**src/rtl/coax_rx_ctrl.sv**
```systemverilog
// Coax receive sequencer: gates the receiver, delimits frames, recovers from errors and times out responses.
// Optional COAX_RX_CTRL_STATS_EN adds frame_count / error_count statistics outputs.
module coax_rx_ctrl #(
    parameter int unsigned RESET_CLOCKS   = 2,
    parameter int unsigned TIMEOUT_CLOCKS = 2000
) (
    input  logic        clk,
    input  logic        reset,
    input  logic        rx_enable,
    input  logic        rx_expect,
    input  logic        rx_active,
    input  logic        rx_error,
    input  logic [9:0]  rx_data,
    input  logic        rx_strobe,
    output logic        rx_reset,
    output logic [15:0] fifo_data,
    output logic        fifo_write,
    input  logic        fifo_full,
    output logic        overflow,
`ifdef COAX_RX_CTRL_STATS_EN
    output logic [15:0] frame_count,
    output logic [7:0]  error_count,
`endif
    output logic        busy
);

    typedef enum logic [2:0] {
        DISABLED,
        IDLE,
        WAIT_RESPONSE,
        RECEIVING,
        ERROR_HOLD
    } state_t;

    localparam int unsigned TW = (TIMEOUT_CLOCKS > 0) ? $clog2(TIMEOUT_CLOCKS + 1) : 1;
    localparam int unsigned HW = (RESET_CLOCKS > 1) ? $clog2(RESET_CLOCKS) : 1;
    localparam logic [TW-1:0] T_LOAD = TW'(TIMEOUT_CLOCKS);
    localparam logic [HW-1:0] H_LOAD = (RESET_CLOCKS > 0) ? HW'(RESET_CLOCKS - 1) : HW'(0);
    localparam logic [15:0] TIMEOUT_WORD = 16'hC008;

    state_t          state, state_n;
    logic            act_q;
    logic            pend_v, pend_v_n;
    logic [9:0]      pend_d, pend_d_n;
    logic            def_v, def_v_n;
    logic [15:0]     def_d, def_d_n;
    logic [TW-1:0]   timer, timer_n;
    logic [HW-1:0]   hold_cnt, hold_n;
    logic            wr_req;
    logic [15:0]     wr_data;
    logic            rise, fall;
    logic            last_v;
    logic [9:0]      last_d;

    logic            fifo_write_n, overflow_n, rx_reset_n, busy_n;
    logic [15:0]     fifo_data_n;
`ifdef COAX_RX_CTRL_STATS_EN
    logic [15:0]     frame_count_n;
    logic [7:0]      error_count_n;
`endif

    always_ff @(posedge clk or posedge reset) begin
        if (reset) begin
            state <= DISABLED;
        end else begin
            state <= state_n;
        end
    end

    // A second write in one cycle (pending + EOF/error) is deferred to the next
    // cycle; the FSM is then in IDLE or ERROR_HOLD, which never write themselves.
    always_comb begin
        rise     = rx_active & ~act_q;
        fall     = ~rx_active & act_q;
        state_n  = state;
        pend_v_n = pend_v;
        pend_d_n = pend_d;
        def_v_n  = 1'b0;
        def_d_n  = def_d;
        timer_n  = timer;
        hold_n   = hold_cnt;
        wr_req   = def_v;
        wr_data  = def_d;
        last_v   = rx_strobe | pend_v;
        last_d   = rx_strobe ? rx_data : pend_d;

        case (state)
            DISABLED: begin
                if (rx_enable) begin
                    state_n = IDLE;
                end
            end
            IDLE: begin
                if (rise) begin
                    state_n = RECEIVING;
                end else if (rx_expect) begin
                    state_n = WAIT_RESPONSE;
                    timer_n = T_LOAD;
                end
            end
            WAIT_RESPONSE: begin
                if (rise) begin
                    state_n = RECEIVING;
                    timer_n = '0;
                end else if (rx_expect) begin
                    timer_n = T_LOAD;
                end else if (TIMEOUT_CLOCKS != 0 && timer <= TW'(1)) begin
                    wr_req  = 1'b1;
                    wr_data = TIMEOUT_WORD;
                    timer_n = '0;
                    state_n = IDLE;
                end else if (timer != '0) begin
                    timer_n = timer - TW'(1);
                end
            end
            RECEIVING: begin
                if (rx_error) begin
                    state_n  = ERROR_HOLD;
                    hold_n   = H_LOAD;
                    pend_v_n = 1'b0;
                    wr_req   = 1'b1;
                    if (pend_v) begin
                        wr_data = {6'b0, pend_d};
                        def_v_n = 1'b1;
                        def_d_n = {2'b11, 4'b0, rx_data};
                    end else begin
                        wr_data = {2'b11, 4'b0, rx_data};
                    end
                end else begin
                    if (rx_strobe) begin
                        if (pend_v) begin
                            wr_req  = 1'b1;
                            wr_data = {6'b0, pend_d};
                        end
                        pend_v_n = 1'b1;
                        pend_d_n = rx_data;
                    end
                    // Strobe is folded in first, so a same-cycle fall closes on the new word.
                    if (fall) begin
                        state_n  = IDLE;
                        pend_v_n = 1'b0;
                        if (last_v) begin
                            if (rx_strobe && pend_v) begin
                                def_v_n = 1'b1;
                                def_d_n = {2'b01, 4'b0, last_d};
                            end else begin
                                wr_req  = 1'b1;
                                wr_data = {2'b01, 4'b0, last_d};
                            end
                        end
                    end
                end
            end
            ERROR_HOLD: begin
                if (hold_cnt == '0) begin
                    state_n = IDLE;
                end else begin
                    hold_n = hold_cnt - HW'(1);
                end
            end
            default: begin
                state_n = DISABLED;
            end
        endcase

        if (!rx_enable) begin
            state_n  = DISABLED;
            pend_v_n = 1'b0;
            def_v_n  = 1'b0;
            wr_req   = 1'b0;
            timer_n  = '0;
        end
    end

    always_comb begin
        fifo_write_n = wr_req & ~fifo_full;
        fifo_data_n  = fifo_write_n ? wr_data : fifo_data;
        overflow_n   = rx_enable & (overflow | (wr_req & fifo_full));
        rx_reset_n   = (state_n == DISABLED) || (state_n == ERROR_HOLD);
        busy_n       = (state_n == RECEIVING) || (state_n == ERROR_HOLD);
`ifdef COAX_RX_CTRL_STATS_EN
        frame_count_n = frame_count;
        error_count_n = error_count;
        if (!rx_enable) begin
            frame_count_n = '0;
            error_count_n = '0;
        end else if (fifo_write_n) begin
            if (wr_data[15]) begin
                if (error_count != '1) begin
                    error_count_n = error_count + 8'd1;
                end
            end else if (wr_data[14]) begin
                frame_count_n = frame_count + 16'd1;
            end
        end
`endif
    end

    always_ff @(posedge clk or posedge reset) begin
        if (reset) begin
            act_q      <= 1'b0;
            pend_v     <= 1'b0;
            pend_d     <= '0;
            def_v      <= 1'b0;
            def_d      <= '0;
            timer      <= '0;
            hold_cnt   <= '0;
            fifo_write <= 1'b0;
            fifo_data  <= '0;
            overflow   <= 1'b0;
            rx_reset   <= 1'b1;
            busy       <= 1'b0;
`ifdef COAX_RX_CTRL_STATS_EN
            frame_count <= '0;
            error_count <= '0;
`endif
        end else begin
            act_q      <= rx_active;
            pend_v     <= pend_v_n;
            pend_d     <= pend_d_n;
            def_v      <= def_v_n;
            def_d      <= def_d_n;
            timer      <= timer_n;
            hold_cnt   <= hold_n;
            fifo_write <= fifo_write_n;
            fifo_data  <= fifo_data_n;
            overflow   <= overflow_n;
            rx_reset   <= rx_reset_n;
            busy       <= busy_n;
`ifdef COAX_RX_CTRL_STATS_EN
            frame_count <= frame_count_n;
            error_count <= error_count_n;
`endif
        end
    end

endmodule

```
**config.mk**
```make
export PLATFORM = sky130hd
export DESIGN_NAME = coax_rx_ctrl
export DESIGN_NICKNAME = d
export VERILOG_FILES = /design/src/rtl/coax_rx_ctrl.sv
export SDC_FILE = /design/constraint.sdc
export NUM_CORES = 1
export LEC_CHECK = 0
export CAP_MARGIN = 15
export CORE_ASPECT_RATIO = 1.5
export CORE_MARGIN = 1
export CORE_UTILIZATION = 29
export DETAILED_ROUTE_END_ITERATION = 8
export GPL_TIMING_DRIVEN = 0
export MAX_ROUTING_LAYER = met4
export SLEW_MARGIN = 20
export SYNTH_ARGS = -nofsm -noshare
export SYNTH_HDL_FRONTEND = slang
export SYNTH_SLANG_ARGS = --single-unit
```
**constraint.sdc**
```tcl
create_clock -name clk -period 3.9 [get_ports clk]
set_input_delay 0.585 -clock clk [delete_from_list [all_inputs] [get_ports clk]]
set_output_delay 0.585 -clock clk [all_outputs]
set_load 0.03 [all_outputs]
```
==> metrics.md, run 1 <==
| Metric | Value |
|---|---|
| Worst hold path class | reg2reg |
| # hold bufs at CTS | 0 |
| Setup TNS | 0 ns |
| YS warnings | 0 |
| RR Startpoint | timer[2]$_DFFE_PP0P_ |
| IO Count | 38 |
| Commonest non-fill, non-tap cells in the layout | 55 x dfrtp_1, 36 x o21ai_0, 33 x nand2_1 |
| Cells along the critical path | or4_4, or4b_1, clkbuf_2, nor3_1, o311ai_0, mux2_4 |
| Synth Instances | 352 |
| Share of the synthesized area in the top cell type | 0.421 |
| Sequential fraction of the synthesis area | 0.429 |
| Synth Flop Type | dfrtp_1 |
| Synth area leader | dfrtp_1 |
| Post-synthesis adder-cell area fraction | 0.0145 |
| Initial core utilization | 0.297 |
| Area Overhead vs Synth | 21.3% |
| Final Cycle Share | 0.797 |
| Core area | 11000 um2 |
| GRT Residual Overflow | 0 |
| Worst Hold Launch | def_d[7]$_DFFE_PP0P_ |
| Clock Tree Buf Depth | 2 |
| Post-synth EDFFs | 0 |
| Ranking of synthesized cells by area | dfrtp_1 42%, o21ai_0 5.5%, nand2_1 3.8% |
| Post-Syn Area | approximately 3300 um2 |
| Mean Syn Cell Area | 9.29 um2 |
| Worst vdd ir | ~0.23 mV |
| Max-cap violations | 0 |
| Pleak | ~1.7 nW |
| Drc violations | 0 |
| Largest net degree at the start of global routing | 57 |
| Number of diodes | 0 |
| Final instance area | between 3000 and 4000 um2 |
| Filler cell count | about 1100 |
| Layout Skew | between 0.007 and 0.008 ns |
| Worst skew pair latency | around 0.3 ns |
| Compound-Gate Fraction of Synth Area | 0.233 |
| Mux contribution to synthesized area | 0.0953 |
| PwrDens | 445 nW/um2 |
| Clock slew at reported path FFs | roughly 0.070 ns |
| WL/cell | 15.6 um |
| Vias in the first global route | about 2900 |
| CTS tree | done |
| Initial antenna violation count | 0 |
| Worst Setup End Kind | flip-flop |
| Reg area | approximately 1400 um2 |
| Worst path max stage delay | between 0.7 and 0.8 ns |
| CTS H-tree depth | 2 |
| Slowest stage cell, crit path | nor3_1 |
| Critical Path Start | timer[2]$_DFFE_PP0P_ |
| Crit path max fanout | 7 |
| Post-DP Area | roughly 3800 um2 |
| Fmax | between 0.3 and 0.4 GHz |
| DP HPWL | about 6200 um |
| Most common cell after layout, fill and taps aside | dfrtp_1 |
| First-pass GRT wire length | approximately 14000 um |
| Synth Area in XOR/XNOR | 0 |
| # clock sinks | between 50 and 60 |
| Crit path kind | reg2reg |
| Arrival time worst endpoint | 3.30 ns |
| Post-CTS sizing | 0 |
| FFs w/ async S/R, synth | 1.00 |
| CTS Buf Count | 5 |
| Outcome | finished, final reports clean |
| Final min period | 3.11 ns |
| Unrepaired setup endpoints after global routing | false |
| Fin Hold WS | 0.486 ns |
| Die Height | ~130 um |
| Hold Vio Cnt, Final | 0 |
| Layout Nets | 415 |
| Row count | between 40 and 50 |
| #FFs+latches synth | 56 |
| WP data required | approximately 4 ns |
| Clock root buffer | clkbuf_16 |
| Die area | ~12000 um2 |
| Via Count | between 2000 and 3000 |
| Die width | 88.7 um |
| Post-CTS setup buffers | 0 |
| Port Buffers | 32 |
| ANT nets after route | 0 |
| Crit start category | flip-flop |
| GRT Total Usage | 0.161 |
| Final Core Density | 0.361 |
| Largest family of logic cells by synthesized area | compound AO/OA/AOI/OAI gates |
| RD Place Congestion | 0.862 |
| DRT Wirelength | around 8500 um |
| Multi-input gate area | ~1700 um2 |
| Initial drt markers | 181 |
| Slew margin rel. | 0.348 |
| First-pass DRT Iterations | 4 |
| Via-to-Cell Ratio | about 5.2 |
| Synth Area in Simple Gates | 0.158 |
| Library cells used by synthesis | 60 |
| Pins Over Slew Limit | 0 |
| Worst Max-Slew Pin Slew | around 0.97 ns |
| Fraction of layout cells with a size suffix above 1 | 0.0962 |
| Finish-stage setup viols | 0 |
## Yosys cell counts, drive strengths merged (8+ instances only)
cell and number:
mux2i 12, nor2 18, a21oi 13, o21ai 36
mux2 15, buf 8, o22ai 11, dfrtp 55
nand2 33, o211ai 8, nand2b 10, clkbuf 15
inv 25
## flip-flops by register name (all words and copies together), names as in the netlist
name / count
busy: 1
act_q: 1
hold_cnt: 1
state: 3
fifo_write: 1
pend_v: 1
def_d: 12
pend_d: 10
def_v: 1
fifo_data: 12
overflow: 1
timer: 11
rx_reset: 1
## power by group
group          internal [W]  leakage, nW  switching, W
Combinational      0.000217        0.856      0.000259
Clock              0.000322       0.0871      0.000217
Sequential         0.000676        0.718     0.0000736
## through the flow
step	setup WS [ns]	cells	total power [W]
detailed placement	0.667	534	0.00124
CTS	0.843	542	0.00178
global placement	0.663	534	0.00123
finish	0.790	542	0.00177
global route	0.687	542	0.00186
floorplan	1.11	355	0.00106
## final cells by class
cell class	count	share of cell area
repair buffers	32	0.0807
inverters	26	0.0255
clock buffers	6	0.0350
clock inverters	2	0.00977
multi-input cells	250	0.417
plain buffers	23	0.0318
flip-flops and latches	56	0.353
well taps	147	0.0463
## worst max-delay path: cells and delay by family, from the launching register on
kind / cells / cell delay (ns)
AO/OA/AOI/OAI: 1 / 0.32
buffers and inverters: 1 / 0.17
flip-flops: 1 / 0.42
multiplexers: 1 / 0.32
AND/OR/NAND/NOR: 3 / 1.77
## routing by layer
metal  global-route usage  routed length (um)  vias up
li1                     -                   -     1361
met1                0.188                3550     1384
met2                0.274                4400       80
met3               0.0307                 369       12
met4               0.0457                 156        0
met5                    -                   0        -
## kinds of logic after synthesis
group,after synthesis
muxes,27
AOI/OAI and AO/OA,115
DFF,56
adders and majority gates,4
and+or+nand+nor,100
other,1
buffers and inverters,49
## path summary, 6_finish.rpt
kind,endpoint,slack [ns],cells past startpoint
setup / recovery,fifo_data[8]$_DFFE_PP0P_,0.79,6
hold / removal,def_d[7]$_DFFE_PP0P_,0.49,2
setup reg to reg,fifo_data[8]$_DFFE_PP0P_,0.79,6
hold reg to reg,def_d[7]$_DFFE_PP0P_,0.49,2
max in group asynchronous,timer[2]$_DFFE_PP0P_,2.67,2
min in group asynchronous,timer[6]$_DFFE_PP0P_,0.75,2
Note: power is estimated with default switching activity, not from simulation.
==> run 2: changes to the inputs <==
clock period = 2.74 ns   (was 3.9 ns; I/O delays follow)
==> run 2 against run 1 <==
  * Clock skew is 0.0028 ns lower
  * Design area is 2.7% higher
  * Combinational power grew 50%
==> metrics.md, run 2 (same netlist as run 1, synthesis figures left out) <==
| Metric | Value |
|---|---|
| Via Count | 2949 (+3.9%) |
| Final instance area | 4080 um2 (+2.7%) |
| Post-DP Area | 3820 um2 (+0.73%) |
| Pins Over Slew Limit | 0 (unchanged) |
| Via-to-Cell Ratio | 5.34 (+2.1%) |
| Clock slew at reported path FFs | 0.07 ns (about the same) |
| Fraction of layout cells with a size suffix above 1 | 0.128 (+0.0322) |
| Crit path max fanout | 5 (-2) |
| Worst Setup End Kind | flip-flop |
| Reg area | 1400 um2 (unchanged) |
| Unrepaired setup endpoints after global routing | true |
| Worst hold path class | reg2reg |
| Hold Vio Cnt, Final | 0 (unchanged) |
| Layout Nets | 426 (+2.7%) |
| Finish-stage setup viols | 0 (unchanged) |
| Initial drt markers | 152 (-16%) |
| Pleak | 1.71 nW (+3.2%) |
| Worst skew pair latency | 0.29 ns (about the same) |
| Core area | 11000 um2 (unchanged) |
| Dpl ws | -0.376 ns (-1.04 ns) |
| Largest net degree at the start of global routing | 57 (unchanged) |
| IO Count | 38 (unchanged) |
| Commonest non-fill, non-tap cells in the layout | 55 x dfrtp_1, 34 x o21ai_0, 33 x nand2_1 |
| Final Core Density | 0.371 (+0.00978) |
| Layout Skew | 0.00432 ns (-0.00277 ns) |
| Drc violations | 0 (unchanged) |
| Worst setup margin | 0.0377 ns (-0.753 ns) |
| Top Registers | def_d (12), fifo_data (12), timer (11) |
| Max-cap violations | 0 (unchanged) |
| Final min period | 2.70 ns (-0.407 ns) |
| RD Place Congestion | 0.843 (-2.3%) |
| Die Height | 132 um (unchanged) |
| Initial core utilization | 0.297 (unchanged) |
| # clock sinks | 56 (unchanged) |
| WP data required | 2.92 ns (-1.17 ns) |
| GRT Total Usage | 0.164 (+0.00378) |
| Initial antenna violation count | 0 (unchanged) |
| Multi-input gate area | 1690 um2 (+1.7%) |
| Worst vdd ir | 0.230 mV (-1.3%) |
| CTS tree | done |
| First-pass GRT wire length | 14500 um (+2.1%) |
| Placed cells | 535 (+0.19%) |
| Die width | 88.7 um (unchanged) |
| Final Non-Filler Cells | 552 (+1.8%) |
| Crit path kind | reg2reg |
| CTS Buf Count | 5 (unchanged) |
| Row count | 47 (unchanged) |
| Slew margin rel. | 0.332 (-0.0159) |
| Final Cycle Share | 0.986 (+0.189) |
| Clock root buffer | clkbuf_16 |
| First-pass DRT Iterations | 5 (+1) |
| WL/cell | 16.0 um (+2.1%) |
| Worst Max-Slew Pin Slew | 0.989 ns (+0.0235 ns) |
| Most common cell after layout, fill and taps aside | dfrtp_1 |
| DP HPWL | 6180 um (+0.43%) |
| GRT Residual Overflow | 0 (unchanged) |
| Arrival time worst endpoint | 2.89 ns (-0.41 ns) |
| Port Buffers | 32 (unchanged) |
| Vias in the first global route | 2913 (+2.1%) |
| Die area | 11700 um2 (unchanged) |
| Filler cell count | 1124 (-0.53%) |
| Number of diodes | 0 (unchanged) |
| DRT Wirelength | 8820 um (+4.0%) |
| Area Overhead vs Synth | 24.6% |
| Fmax | 0.370 GHz (+15%) |
| CTS H-tree depth | 2 (unchanged) |
| Clock Tree Buf Depth | 2 (unchanged) |
| ANT nets after route | 0 (unchanged) |
| Outcome | finished, final reports clean |
| Crit start category | flip-flop |
| PwrDens | 591 nW/um2 (+33%) |
-- run 2: cell types whose count changed in the layout (fill, tap and decap cells not counted), moves of 2 or more --
cell       before  now
a2bb2oi_1       3    1
a2bb2oi_2       0    2
buf_4           4   15
o21ai_1         0    2
o21ai_0        36   34
-- run 2: where the power goes --
part | total [W] | internal [W] | switching, W
clock network | 0.000621 | 0.000333 | 0.000287
registers | 0.00107 | 0.000963 | 0.000109
logic | 0.000716 | 0.000335 | 0.000381
total | 0.00241 | 0.00163 | 0.000777
-- run 2: repair_timing --
item	in CTS	in global routing
endpoints found under the setup margin	11	16
hold buffers	0	0
setup buffers	6	5
cloned	0	1
gates resized for setup	6	5
pin swaps	0	2
-- run 2: layout make-up --
cell class                 instances  share of cell area
buffer                            21              0.0270
clock buffer                       6              0.0316
clock inverter                     1             0.00123
inverter                          26              0.0258
multi-input combinational        250               0.413
sequential                        56               0.344
tap                              147              0.0451
timing repair buffer              45               0.112
-- run 2: through the flow --
| step | hold slack [ns] | power (W) | TNS, ns |
|---|---|---|---|
| after floorplan | 0.442 | 0.00151 | 0 |
| after CTS | 0.485 | 0.00243 | -0.717 |
| final | 0.484 | 0.00241 | 0 |
| after global routing | 0.507 | 0.00255 | -0.141 |
| after detailed placement | 0.469 | 0.00177 | -3.54 |
| after global placement | 0.467 | 0.00175 | -12.21 |
-- run 2: worst paths after layout --
path                                       start                   endpoint  cells past startpoint  slack (ns)
min in group asynchronous                  reset       timer[2]$_DFFE_PP0P_                      3        0.53
setup / recovery            timer[6]$_DFFE_PP0P_  fifo_data[15]$_DFFE_PP0P_                      7        0.04
max in group asynchronous                  reset         rx_reset$_DFF_PP1_                      3        1.93
setup reg to reg            timer[6]$_DFFE_PP0P_  fifo_data[15]$_DFFE_PP0P_                      7        0.04
hold / removal             def_d[14]$_DFFE_PP0P_      def_d[14]$_DFFE_PP0P_                      2        0.48
hold reg to reg            def_d[14]$_DFFE_PP0P_      def_d[14]$_DFFE_PP0P_                      2        0.48
-- run 2: metal layers --
layer / part of all wire / up-vias / track usage
met4: 0.038 / 0 / 0.0780
met2: 0.51 / 117 / 0.269
met1: 0.39 / 1424 / 0.189
met5: 0 / - / -
li1: - / 1381 / -
met3: 0.057 / 27 / 0.0313
-- run 2: critical path: stages (launching register included) --
cell,delay [ns]
dfrtp_1,0.41
or4_1,0.52
or4b_4,0.56
o31a_1,0.35
o21a_4,0.25
inv_6,0.08
buf_12,0.12
mux2_4,0.29
==> run 3: changes to the inputs <==
CORE_MARGIN = unset   (was 1)
SKIP_CTS_REPAIR_TIMING = 1   (was unset)
clock period = 2.4 ns   (was 2.74 ns; I/O delays follow)
==> run 3 against run 2 <==
  * Wire length rose by 2.4%
  * The flow now finishes with violations (negative setup slack)
  * Worst setup slack lost 0.47 ns
  * Highest routed layer unchanged
  * First-iteration DRC count is 16% higher
  * Hold slack worse by 0.00094 ns
==> metrics.md, run 3 (same netlist as run 1, synthesis figures left out) <==
| Metric | Value |
|---|---|
| Core area | 11000 um2 (unchanged) |
| Port Buffers | 32 (unchanged) |
| Largest net degree at the start of global routing | 57 (unchanged) |
| Clock share of power | 0.281 (+0.023) |
| Crit start category | flip-flop |
| Initial antenna violation count | 0 (unchanged) |
| Worst vdd ir | 0.274 mV (+19%) |
| Commonest non-fill, non-tap cells in the layout | 54 x dfrtp_1, 33 x nand2_1, 33 x o21ai_0 |
| Fraction of layout cells with a size suffix above 1 | 0.158 (+0.0292) |
| Layout Nets | 428 (+0.47%) |
| Via-to-Cell Ratio | 5.30 (-0.82%) |
| # clock sinks | 56 (unchanged) |
| Number of diodes | 0 (unchanged) |
| Crit path kind | reg2reg |
| Failing checks | negative setup slack |
| Net switching power | 0.000903 W (+16%) |
| Fmax | 0.353 GHz (-4.7%) |
| Area Overhead vs Synth | 26.7% |
| Finish-stage setup viols | 15 (+15) |
| Final Non-Filler Cells | 553 (+0.18%) |
| CTS H-tree depth | 2 (unchanged) |
| Row count | 47 (unchanged) |
| Hold Vio Cnt, Final | 0 (unchanged) |
| Worst setup path endpoint | fifo_data[15]$_DFFE_PP0P_ |
| CTS tree | done |
| Filler cell count | 1124 (unchanged) |
| DRT Wirelength | 9030 um (+2.4%) |
| First-pass DRT Iterations | 7 (+2) |
| Slew margin rel. | 0.300 (-0.0316) |
| Top Registers | def_d (12), fifo_data (12), timer (11) |
| Die area | 11700 um2 (unchanged) |
| Clock Tree Buf Depth | 2 (unchanged) |
| Outcome | finished, violations left |
| Via Count | 2930 (-0.64%) |
| Combinational Power Share | 0.294 (-0.003) |
| Final min period | 2.84 ns (+0.133 ns) |
| Flop pwr share | 0.425 (-0.020) |
| ANT nets after route | 0 (unchanged) |
| Worst hold path class | in2reg |
| RD Place Congestion | 0.840 (-0.27%) |
| Placed cells | 534 (-0.19%) |
| Die Height | 132 um (unchanged) |
| Worst Max-Slew Pin Slew | 1.04 ns (+0.0467 ns) |
| RR Startpoint | timer[3]$_DFFE_PP0P_ |
| DP HPWL | 6260 um (+1.4%) |
| Drc violations | 0 (unchanged) |
| CTS Buf Count | 5 (unchanged) |
| Switching share of total power | 0.313 (-0.00972) |
| Crit path max fanout | 7 (+2) |
| Vias in the first global route | 2846 (-2.3%) |
| IO Count | 38 (unchanged) |
| Most common cell after layout, fill and taps aside | dfrtp_1 |
| Fin Hold WS | 0.483 ns (-0.000935 ns) |
| WL/cell | 16.3 um (+2.2%) |
| First-pass GRT wire length | 14300 um (-1.9%) |
| Worst setup margin | -0.435 ns (-0.473 ns) |
| Final Cycle Share | 1.18 (+0.195) |
| Reg2reg setup slack | -0.44 ns (-0.47 ns) |
| GRT Residual Overflow | 0 (unchanged) |
| Clock root buffer | clkbuf_16 |
| Arrival time worst endpoint | 3.02 ns (+0.13 ns) |
| Layout Skew | 0.00997 ns (+0.00565 ns) |
| Worst skew pair latency | 0.30 ns (about the same) |
| Initial core utilization | 0.297 (unchanged) |
| Pleak | 1.74 nW (+1.4%) |
| Initial drt markers | 176 (+16%) |
| Clock slew at reported path FFs | 0.07 ns (about the same) |
| R2r endpoint | fifo_data[15]$_DFFE_PP0P_ |
| Unrepaired setup endpoints after global routing | true |
| Worst reg-to-reg path cell count | 9 (+2) |
| Die width | 88.7 um (unchanged) |
| Critical Path Start | timer[3]$_DFFE_PP0P_ |
| WP data required | 2.58 ns (-0.34 ns) |
| Internal power | 0.00198 W (+22%) |
| Worst Setup End Kind | flip-flop |
| PwrDens | 696 nW/um2 (+18%) |
| GRT Total Usage | 0.161 (-0.00291) |
| Max-cap violations | 0 (unchanged) |
| Pins Over Slew Limit | 0 (unchanged) |
==> run 3: layout make-up <==
cell class | count | area, um2 | share of cell area
buffer | 22 | 130 | 0.0314
clock buffer | 5 | 125 | 0.0302
clock inverter | 1 | 30.0 | 0.00724
inverter | 26 | 101 | 0.0244
multi-input combinational | 250 | 1750 | 0.421
sequential | 56 | 1400 | 0.339
tap | 147 | 184 | 0.0444
timing repair buffer | 46 | 425 | 0.103
==> run 3: worst min path at each step <==
stage | startpoint | end | slack [ns] | cells past startpoint
2_1_floorplan | rx_active | act_q$_DFF_PP0_ | 0.39 | 0
3_3_place_gp | def_d[14]$_DFFE_PP0P_ | def_d[14]$_DFFE_PP0P_ | 0.47 | 2
3_5_place_dp | def_d[14]$_DFFE_PP0P_ | def_d[14]$_DFFE_PP0P_ | 0.47 | 2
4_1_cts | rx_enable | pend_v$_DFFE_PP0P_ | 0.44 | 3
5_1_grt | def_d[0]$_DFFE_PP0P_ | def_d[0]$_DFFE_PP0P_ | 0.51 | 2
6_report | rx_enable | pend_v$_DFFE_PP0P_ | 0.48 | 3
==> run 3: per-layer routing <==
metal  wire (um)  track usage  part of all wire  vias to the layer above
met5           0            -                 0                        -
met4         112       0.0466             0.012                        0
met3         405       0.0269             0.045                        7
met2        4820        0.279              0.53                       97
met1        3700        0.188              0.41                     1447
li1            -            -                 -                     1379
==> run 3: critical path, stage by stage (launching register included) <==
cell and delay, ns:
dfrtp_1 0.40, or4_4 0.56, or4b_4 0.53, buf_6 0.14, o31a_1 0.24, buf_6 0.13
o21a_1 0.20, clkinv_2 0.09, buf_12 0.13, mux2_4 0.30
==> run 3: stage by stage <==
stage          total power [W]   util  setup TNS (ns)  cell area (um2)  setup WS [ns]
6_report               0.00289  0.377           -4.88             4150         -0.435
5_1_grt                0.00303  0.377           -5.77             4150         -0.471
4_1_cts                0.00283  0.359           -5.82             3950         -0.595
3_5_place_dp           0.00202  0.345           -7.67             3790         -0.638
3_3_place_gp           0.00199  0.344          -35.17             3790         -0.618
2_1_floorplan          0.00172      -           -2.48             3280         -0.287
==> run 3: power groups by stage <==
| stage | clock network (W) | logic (W) | registers (W) |
|---|---|---|---|
| 4_1_cts | 0.000829 | 0.000781 | 0.00122 |
| 2_1_floorplan | 0 | 0.000371 | 0.00135 |
| 3_5_place_dp | 0 | 0.000777 | 0.00124 |
| 3_3_place_gp | 0 | 0.000763 | 0.00123 |
| 6_report | 0.000811 | 0.000849 | 0.00122 |
| 5_1_grt | 0.000872 | 0.000919 | 0.00124 |
